$ cat config.mk
export PLATFORM = sky130hd
export DESIGN_NAME = boot_selector
export DESIGN_NICKNAME = d
export VERILOG_FILES = /design/src/rtl/boot_selector_pkg.sv /design/src/rtl/boot_timer.sv /design/src/rtl/boot_selector.sv
export SDC_FILE = /design/constraint.sdc
export NUM_CORES = 1
export LEC_CHECK = 0
export CORE_ASPECT_RATIO = 1.2
export CORE_MARGIN = 4
export CORE_UTILIZATION = 35
export CTS_CLUSTER_SIZE = 28
export DETAILED_ROUTE_END_ITERATION = 10
export GPL_ROUTABILITY_DRIVEN = 0
export REMOVE_ABC_BUFFERS = 1
export SYNTH_ARGS = -nofsm -noshare
export SYNTH_HDL_FRONTEND = slang
export SYNTH_SLANG_ARGS = --single-unit
$ cat constraint.sdc
create_clock -name clk -period 1.92 [get_ports clk]
set_input_delay 0.384 -clock clk [delete_from_list [all_inputs] [get_ports clk]]
set_output_delay 0.384 -clock clk [all_outputs]
set_load 0.05 [all_outputs]
$ cat src/rtl/boot_selector_pkg.sv
// Shared state encoding and image-advance helper for the warmboot image selector.
package boot_selector_pkg;

    localparam logic [2:0] ST_START    = 3'd0;
    localparam logic [2:0] ST_WAIT_REL = 3'd1;
    localparam logic [2:0] ST_SEL      = 3'd2;
    localparam logic [2:0] ST_PRESS    = 3'd3;
    localparam logic [2:0] ST_SEL_WAIT = 3'd4;
    localparam logic [2:0] ST_LOCK     = 3'd5;
    localparam logic [2:0] ST_BOOT     = 3'd6;

    // Cycling skips images below first_sel (image 0 is the stub itself).
    function automatic int next_img(input int sel, input int first_sel, input int n_images);
        return (sel == n_images - 1) ? first_sel : sel + 1;
    endfunction

endpackage

$ cat src/rtl/boot_timer.sv
// Saturating cycle counter with synchronous clear and a compare-to-limit strobe.
module boot_timer #(
    parameter int TIMER_W = 24
) (
    input  logic               clk,
    input  logic               rst_n,
    input  logic               clr,
    input  logic               en,
    input  logic [TIMER_W-1:0] limit,
    output logic [TIMER_W-1:0] count,
    output logic               hit
);

    logic [TIMER_W-1:0] count_nxt;

    always_comb begin
        count_nxt = count;
        if (clr)
            count_nxt = '0;
        else if (en && (count != '1))
            count_nxt = count + TIMER_W'(1);
    end

    always_ff @(posedge clk or negedge rst_n) begin
        if (!rst_n)
            count <= '0;
        else
            count <= count_nxt;
    end

    assign hit = (count == limit);

endmodule

$ cat src/rtl/boot_selector.sv
// Button-driven warmboot image selector: picks an image, optionally locks flash,
// then raises a sticky boot request for SB_WARMBOOT.
module boot_selector
    import boot_selector_pkg::*;
#(
    parameter int N_IMAGES    = 4,
    parameter int FIRST_SEL   = 1,
    parameter int DEFAULT_IMG = 2,
    parameter int DFU_IMG     = 1,
    parameter int TIMEOUT_CYC = 12582912,
    parameter int REARM_CYC   = 131072,
    parameter int LONG_CYC    = 6291456,
    parameter int TIMER_W     = 24,
    parameter int LOCK_EN     = 1,
    parameter logic [N_IMAGES-1:0] LOCK_MASK = 4'b0110,
    localparam int SEL_W      = (N_IMAGES < 2) ? 1 : $clog2(N_IMAGES)
) (
    input  logic             clk,
    input  logic             rst_n,
    input  logic             btn_v,
    input  logic             btn_r,
    input  logic             btn_f,
    output logic             fl_go,
    input  logic             fl_rdy,
    output logic [SEL_W-1:0] boot_sel,
    output logic             boot_now,
    output logic             sel_mode,
    output logic             long_armed
);

    localparam int HALF_LONG = LONG_CYC / 2;

    logic [2:0]         state;
    logic [2:0]         state_nxt;
    logic [2:0]         commit_state;
    logic [SEL_W-1:0]   sel_nxt;
    logic [TIMER_W-1:0] timer;
    logic [TIMER_W-1:0] hold;
    logic [TIMER_W-1:0] hold_nxt;
    logic [TIMER_W-1:0] timer_limit;
    logic               timer_hit;
    logic               hold_hit;
    logic               timer_clr;
    logic               timer_en;
    logic               unused_timer_bits;

    assign commit_state = ((LOCK_EN != 0) && LOCK_MASK[boot_sel]) ? ST_LOCK : ST_BOOT;

    always_comb begin
        state_nxt = state;
        sel_nxt   = boot_sel;
        case (state)
            ST_START: begin
                if (btn_v) begin
                    state_nxt = commit_state;
                end else begin
                    state_nxt = ST_WAIT_REL;
                    sel_nxt   = SEL_W'(DFU_IMG);
                end
            end
            ST_WAIT_REL: begin
                if (btn_v)
                    state_nxt = ST_SEL_WAIT;
            end
            ST_SEL_WAIT: begin
                if (btn_v && timer_hit)
                    state_nxt = ST_SEL;
            end
            ST_SEL: begin
                if (btn_f)
                    state_nxt = ST_PRESS;
                else if (timer_hit)
                    state_nxt = commit_state;
            end
            ST_PRESS: begin
                // A release on the very cycle the hold matures still counts as short.
                if (btn_r) begin
                    sel_nxt   = SEL_W'(next_img(int'(boot_sel), FIRST_SEL, N_IMAGES));
                    state_nxt = ST_SEL_WAIT;
                end else if (hold_hit && !btn_v) begin
                    state_nxt = commit_state;
                end
            end
            ST_LOCK: begin
                // fl_go is high only in the first LOCK cycle, which masks a stale fl_rdy.
                if (!fl_go && fl_rdy)
                    state_nxt = ST_BOOT;
            end
            ST_BOOT: begin
                state_nxt = ST_BOOT;
            end
            default: begin
                state_nxt = ST_START;
            end
        endcase
    end

    assign timer_limit = (state == ST_SEL) ? TIMER_W'(TIMEOUT_CYC - 1) : TIMER_W'(REARM_CYC - 1);
    assign timer_clr   = (state_nxt != state) || ((state == ST_SEL_WAIT) && !btn_v);
    assign timer_en    = (state == ST_SEL) || (state == ST_SEL_WAIT);

    boot_timer #(.TIMER_W(TIMER_W)) u_timer (
        .clk   (clk),
        .rst_n (rst_n),
        .clr   (timer_clr),
        .en    (timer_en),
        .limit (timer_limit),
        .count (timer),
        .hit   (timer_hit)
    );

    boot_timer #(.TIMER_W(TIMER_W)) u_hold (
        .clk   (clk),
        .rst_n (rst_n),
        .clr   (state != ST_PRESS),
        .en    (1'b1),
        .limit (TIMER_W'(LONG_CYC - 1)),
        .count (hold),
        .hit   (hold_hit)
    );

    assign unused_timer_bits = ^timer;

    // Mirror of the hold counter's next value, so long_armed lines up with hold.
    always_comb begin
        hold_nxt = '0;
        if (state == ST_PRESS)
            hold_nxt = (hold == '1) ? hold : hold + TIMER_W'(1);
    end

    always_ff @(posedge clk or negedge rst_n) begin
        if (!rst_n) begin
            state      <= ST_START;
            boot_sel   <= SEL_W'(DEFAULT_IMG);
            boot_now   <= 1'b0;
            fl_go      <= 1'b0;
            sel_mode   <= 1'b0;
            long_armed <= 1'b0;
        end else begin
            state      <= state_nxt;
            boot_sel   <= sel_nxt;
            boot_now   <= boot_now || (state == ST_BOOT);
            fl_go      <= (state_nxt == ST_LOCK) && (state != ST_LOCK);
            sel_mode   <= (state_nxt == ST_WAIT_REL) || (state_nxt == ST_SEL) ||
                          (state_nxt == ST_PRESS)    || (state_nxt == ST_SEL_WAIT);
            long_armed <= (state_nxt == ST_PRESS) && (hold_nxt >= TIMER_W'(HALF_LONG));
        end
    end

endmodule

==> out/qor.csv, run 1 <==
metric,value,unit
fin area,5470,um^2
Total GRT Usage,0.164,
CTS Buf Count,9,
Ant. Diodes,0,
Final Skew,0.00760,ns
worst-skew pair later-pin latency,0.33,ns
top_reg_cell synth,dfrtp_1,
Initial Util,0.356,
Area after DPL,4580,um^2
synthesized area,3550,um^2
FP Rows,40,
TritonRoute pass-1 iters,4,
I/O Pins,12,
fraction of layout cells with a size suffix above 1,0.464,
drt drc,0,
dominant cell type by area after synthesis,dfrtp_1,
CTS tree,yes,
Max Slew Vio Count,0,
Placed Cells,595,
Hold Buf Count CTS,0,
vias in the first global route,3419,
Non-Filler Instances,624,
Worst Path Max Fanout,6,
Yosys reg bits,57,
clock sink count,57,
Crit Reg-Reg Startpoint,u_timer.count[18],
routed length per instance,16.5,um
final setup fails,28,
failing checks,negative setup slack,
mean post-synth cell area,9.78,um^2
kind of end point of the critical path,register,
largest net degree at the start of global routing,58,
CP Data Arrival Time,2.33,ns
Async SR Flop Fraction,1.00,
gr ovfl total,0,
Post-synth EDFFs,0,
Startpoint Class,register,
Die Ht,118,um
H-Tree Depth,3,
Gate Count Post-Synth,363,
Final Util,0.549,
Worst Hold Class,in2async,
fin nets,502,
RSZ-0062 raised after global routing,true,
Detailed Place HPWL,6650,um
Port Buffers,11,
Final ANT Viol Nets,0,
Lkg Pwr,2.37,nW
"Hold Violations, Final",0,
die footprint,11800,um^2
worst setup path start,u_timer.count[18],
part of the cycle the worst path needs,1.10,
post-synthesis sequential area ratio,0.402,
most frequent cells in the layout,"buf_4, dfrtp_1, nor3_2",
vias,3361,
worst setup margin,-0.196,ns
# Max-Cap Violations,0,
DRT iter0 DRCs,110,
CORE AREA,9960,um^2
DR vias/cell,5.39,
Tightest Pin Transition,0.502,ns
first-pass GRT wire length,15800,um
Fill cells,822,
Tmin final,2.12,ns
Synthesis Warnings,0,
WP data required,2.14,ns
"commonest non-fill, non-tap cell in the layout",buf_4,
Routed WL,10300,um
Cell Pwr Density,1090,nW/um^2
FMAX,473,MHz
synth unique cells,58,
deepest clock path buffer count,2,
max_slew headroom,0.664,
clk slew on worst S/H paths,0.05,ns
Die X,99.9,um
initial antenna violation count,0,
top-area cell type share of the netlist area,0.395,
status,"complete, but fails checks",
Syn-to-layout area delta,54.1,%
Area contributors post-synth,"dfrtp_1, nor3_2, xor2_1",
Peak VDD IR,512,uV
CTS root buf,clkbuf_16,
critical path type,reg2reg,
Post-Route Setup TNS,-4.54,ns
[cells by family (layout without fill, tap and decap cells)]
group | after synthesis | count (layout) | share of synthesized area
and+or+nand+nor | 180 | 180 | 0.331
AOI/OAI and AO/OA | 59 | 59 | 0.121
DFF | 57 | 57 | 0.402
xor gates and xnor gates | 39 | 39 | 0.0963
buffers and inverters | 23 | 158 | 0.0335
adders and majority gates | 3 | 3 | 0.0106
muxes | 2 | 2 | 0.00564
[state kept, by name, summed over array words and instances, names as in the netlist]
name	flops
u_timer.count	24
state	3
sel_mode	1
long_armed	1
boot_now	1
fl_go	1
boot_sel	2
u_hold.count	24
[what timing repair did]
action,in CTS,in global routing
pin swaps,5,21
setup buffers,3,9
cloned,0,5
resized for setup,33,47
endpoints found under the setup margin,50,42
[power breakdown]
| part | internal (mW) | switching [mW] | total, mW |
|---|---|---|---|
| sequential | 1.30 | 0.0773 | 1.37 |
| combinational | 1.34 | 1.60 | 2.95 |
| clock | 1.07 | 0.539 | 1.61 |
| total | 3.71 | 2.22 | 5.93 |
[stage by stage]
stage	setup WS, ns	total power, mW	hold WS, ns
after global placement	-0.497	3.60	0.411
after CTS	-0.155	5.44	0.0602
final	-0.196	5.93	0.0431
after global routing	-0.248	6.24	0.0660
after detailed placement	-0.526	3.63	0.410
after floorplan	-0.584	2.53	0.0884
[cell usage after synthesis, types with 6 or more instances]
cell,count
and4_1,8
xor2_1,21
xnor2_1,18
a21oi_1,23
a31oi_1,6
nand2_1,20
nand3_1,25
and3_1,15
nor3_1,13
o21ai_0,6
nand4_1,18
dfrtp_1,56
nor2_1,23
clkbuf_1,7
inv_1,9
nor3_2,21
[layout make-up]
class / count / area (um^2) / area share
Inverter: 9 / 33.8 / 0.00618
Tap cell: 126 / 158 / 0.0288
Clock buffer: 12 / 256 / 0.0469
Sequential cell: 57 / 1430 / 0.261
Clock inverter: 4 / 51.3 / 0.00938
Timing Repair Buffer: 133 / 1160 / 0.213
Multi-Input combinational cell: 283 / 2380 / 0.434
[metal layers]
metal	up-vias	share of wire	global-route usage
met4	0	0.023	0.0717
met5	-	0	0
met2	51	0.53	0.273
li1	1614	-	-
met1	1672	0.42	0.204
met3	24	0.025	0.0331
[worst max-delay path: stages, from the launching register on]
cell     delay, ns
dfrtp_1       0.42
or4_4         0.56
nor3_4        0.16
and3_1        0.20
o21ai_2       0.08
a31oi_4       0.22
buf_12        0.15
buf_6         0.15
nor3_2        0.06
[worst paths after layout]
check                               endpoint  slack, ns  cells after the start
setup / recovery           u_timer.count[16]      -0.20                      8
hold / removal              u_timer.count[4]       0.04                      2
setup reg to reg           u_timer.count[16]      -0.20                      8
hold reg to reg                     boot_now       0.46                      1
max in group asynchronous        boot_sel[1]       1.55                      2
min in group clk                    boot_now       0.46                      1
No activity file was read; power rests on OpenSTA's default activity.
==> run 2: changes to the inputs <==
--- a/config.mk
+++ b/config.mk
@@ -14,4 +14,5 @@
 export REMOVE_ABC_BUFFERS = 1
 export SYNTH_ARGS = -nofsm -noshare
 export SYNTH_HDL_FRONTEND = slang
+export SYNTH_HIERARCHICAL = 1
 export SYNTH_SLANG_ARGS = --single-unit
==> out/qor.csv, run 2 <==
metric,value,unit
Post-Synth Simple-Gate Area,0.294,
CTS Buf Count,9,
Max Slew Vio Count,0,
Synth top cells by count,"dfrtp_1, xor2_1, nor2_1",
critical path type,reg2reg,
mux contribution to synthesized area,0.0120,
dominant cell type by area after synthesis,dfrtp_1,
worst-skew pair later-pin latency,0.33,ns
Placed Cells,743,
Sequential Power Share,0.426,
Post-Synth Adder-Cell Area,0.0120,
initial antenna violation count,0,
clk slew on worst S/H paths,0.06,ns
CTS tree,yes,
Worst Path Max Fanout,5,
CP Data Arrival Time,3.42,ns
CP dominant cell by count,buf_4,
largest family of logic cells by synthesized area,simple AND/OR/NAND/NOR gates,
I/O Pins,12,
largest net degree at the start of global routing,58,
Synthesis Warnings,6,
# Max-Cap Violations,0,
Final Skew,0.0129,ns
post-synthesis sequential area ratio,0.342,
Hold Buf Count CTS,0,
Lkg Pwr,2.82,nW
Cell Pwr Density,467,nW/um^2
Ant. Diodes,0,
"commonest non-fill, non-tap cell in the layout",buf_4,
Peak VDD IR,347,uV
Total GRT Usage,0.178,
max_slew headroom,0.554,
vias in the first global route,4082,
GRT busiest layer,met2,
Largest regs,"u_hold/count x24, u_timer/count x24, state x3",
met2 usage,0.314,
Syn-to-layout area delta,45.4,%
first-pass GRT wire length,19400,um
WP data required,2.19,ns
Initial Util,0.359,
part of the cycle the worst path needs,1.64,
Die X,108,um
Async SR Flop Fraction,1.00,
RSZ-0062 raised after global routing,true,
final hold slack,0.0630,ns
most common cell in the netlist,dfrtp_1,
final setup fails,34,
FP Rows,43,
gr ovfl total,0,
Die Ht,128,um
sw frac,0.234,
Worst Hold Class,in2async,
top-area cell type share of the netlist area,0.336,
routed length per instance,15.8,um
Startpoint Class,register,
top_reg_cell synth,dfrtp_1,
Setup WS pre-CTS,-1.28,ns
Sw Pwr,664,uW
synthesized area,4170,um^2
worst setup margin,-1.23,ns
clock sink count,57,
H-Tree Depth,3,
failing checks,negative setup slack,
CORE AREA,11600,um^2
DRT iter0 DRCs,174,
met1 Use GR,0.212,
Gate Count Post-Synth,440,
clock share of power,0.511,
fraction of layout cells with a size suffix above 1,0.355,
Post-synth EDFFs,0,
Power Internal,2.17,mW
worst-path cell chain,"nor3b_4, buf_6, xor2_2, nor4_2, nand4_1, nor3_2, buf_4, nor2b_4, o21ai_2, nand3_2, nor4_2, buf_4, nor4b_4, buf_4, or4_4, nand2_1",
Yosys reg bits,57,
Non-Filler Instances,779,
CTS root buf,clkbuf_16,
Detailed Place HPWL,8500,um
Routed WL,12300,um
most frequent cells in the layout,"buf_4, dfrtp_1, conb_1",
vias,4114,
TritonRoute pass-1 iters,4,
compound-gate portion of the synthesized area,0.150,
Port Buffers,11,
"Largest stage delay, worst path",0.52,ns
kind of end point of the critical path,register,
synth unique cells,65,
Critical Path Slowest Stage Cell,or4_4,
die footprint,13700,um^2
Final ANT Viol Nets,0,
deepest clock path buffer count,2,
DR vias/cell,5.28,
XOR/XNOR share of the synthesized area,0.145,
Tightest Pin Transition,0.668,ns
mean post-synth cell area,9.49,um^2
Tmin final,3.15,ns
status,"complete, but fails checks",
FMAX,317,MHz
drt drc,0,
combinational cell fraction of total power,0.064,
"Hold Violations, Final",0,
Area contributors post-synth,"dfrtp_1, xor2_1, xnor2_1",
GR Util met3,0.0313,
fin nets,628,
run 2: cell type report:
type,count,area (um^2)
clock inverter,3,17.5
sequential,57,1430
timing repair buffer,137,1140
clock buffer,12,246
tap,157,196
inverter,6,22.5
fill,1083,5550
multi-input combinational,407,3020
run 2: worst paths after layout:
kind / from / to / slack, ns / cells past startpoint
max: state[0] / u_timer/count[6] / -1.23 / 16
min in group clk: boot_now / boot_now / 0.46 / 1
min reg2reg: boot_now / boot_now / 0.46 / 1
max in group asynchronous: rst_n / boot_sel[1] / 1.55 / 2
min: rst_n / u_hold/count[15] / 0.06 / 2
max reg2reg: state[0] / u_timer/count[6] / -1.23 / 16
run 2: power groups by stage:
stage / sequential, mW / clock (mW) / combinational, mW
after global routing: 1.21 / 1.54 / 0.201
after detailed placement: 1.23 / 0 / 0.159
final: 1.21 / 1.45 / 0.180
after CTS: 1.21 / 1.49 / 0.169
after floorplan: 1.24 / 0 / 0.0715
after global placement: 1.23 / 0 / 0.159
run 2: timing repair:
item	4_1_cts	5_1_grt
setup buffers	13	16
pin swaps	22	29
gates resized for setup	36	45
endpoints found under the setup margin	41	48
cloned	0	0
run 2: worst max-delay path: cells and delay by family, from the launching register on:
family | cells | cell delay [ns]
compound gates | 1 | 0.16
flops | 1 | 0.42
xor+xnor | 1 | 0.16
buf+inv | 4 | 0.65
simple gates | 10 | 1.70
run 2: kinds of logic after synthesis:
kind of cell               count (synthesis)
other                                      2
and+or+nand+nor                          191
DFF                                       57
adders and majority gates                  4
buffers and inverters                     24
AOI/OAI and AO/OA                         88
xor gates and xnor gates                  69
muxes                                      5
run 2: layer usage:
layer	up-vias	wire length (um)
li1	1947	-
met1	2022	5050
met2	115	6460
met3	30	474
met4	0	316
met5	-	0
run 2: metrics by stage:
stage                util  area, um^2  total power [mW]  setup TNS, ns
floorplan               -        4190              1.31         -58.26
global placement    0.456        5300              1.39         -31.57
detailed placement  0.456        5300              1.39         -34.44
CTS                 0.500        5810              2.86         -29.50
global route        0.522        6070              2.95         -35.71
finish              0.522        6070              2.83         -29.76
==> run 3: changes to the inputs <==
--- a/config.mk
+++ b/config.mk
@@ -5,6 +5,7 @@
 export SDC_FILE = /design/constraint.sdc
 export NUM_CORES = 1
 export LEC_CHECK = 0
+export ABC_CLOCK_PERIOD_IN_PS = 1920
 export CORE_ASPECT_RATIO = 1.2
 export CORE_MARGIN = 4
 export CORE_UTILIZATION = 35
==> results of run 3 <==
Same layout as run 2: the final DEF is identical, and so are final timing and power.
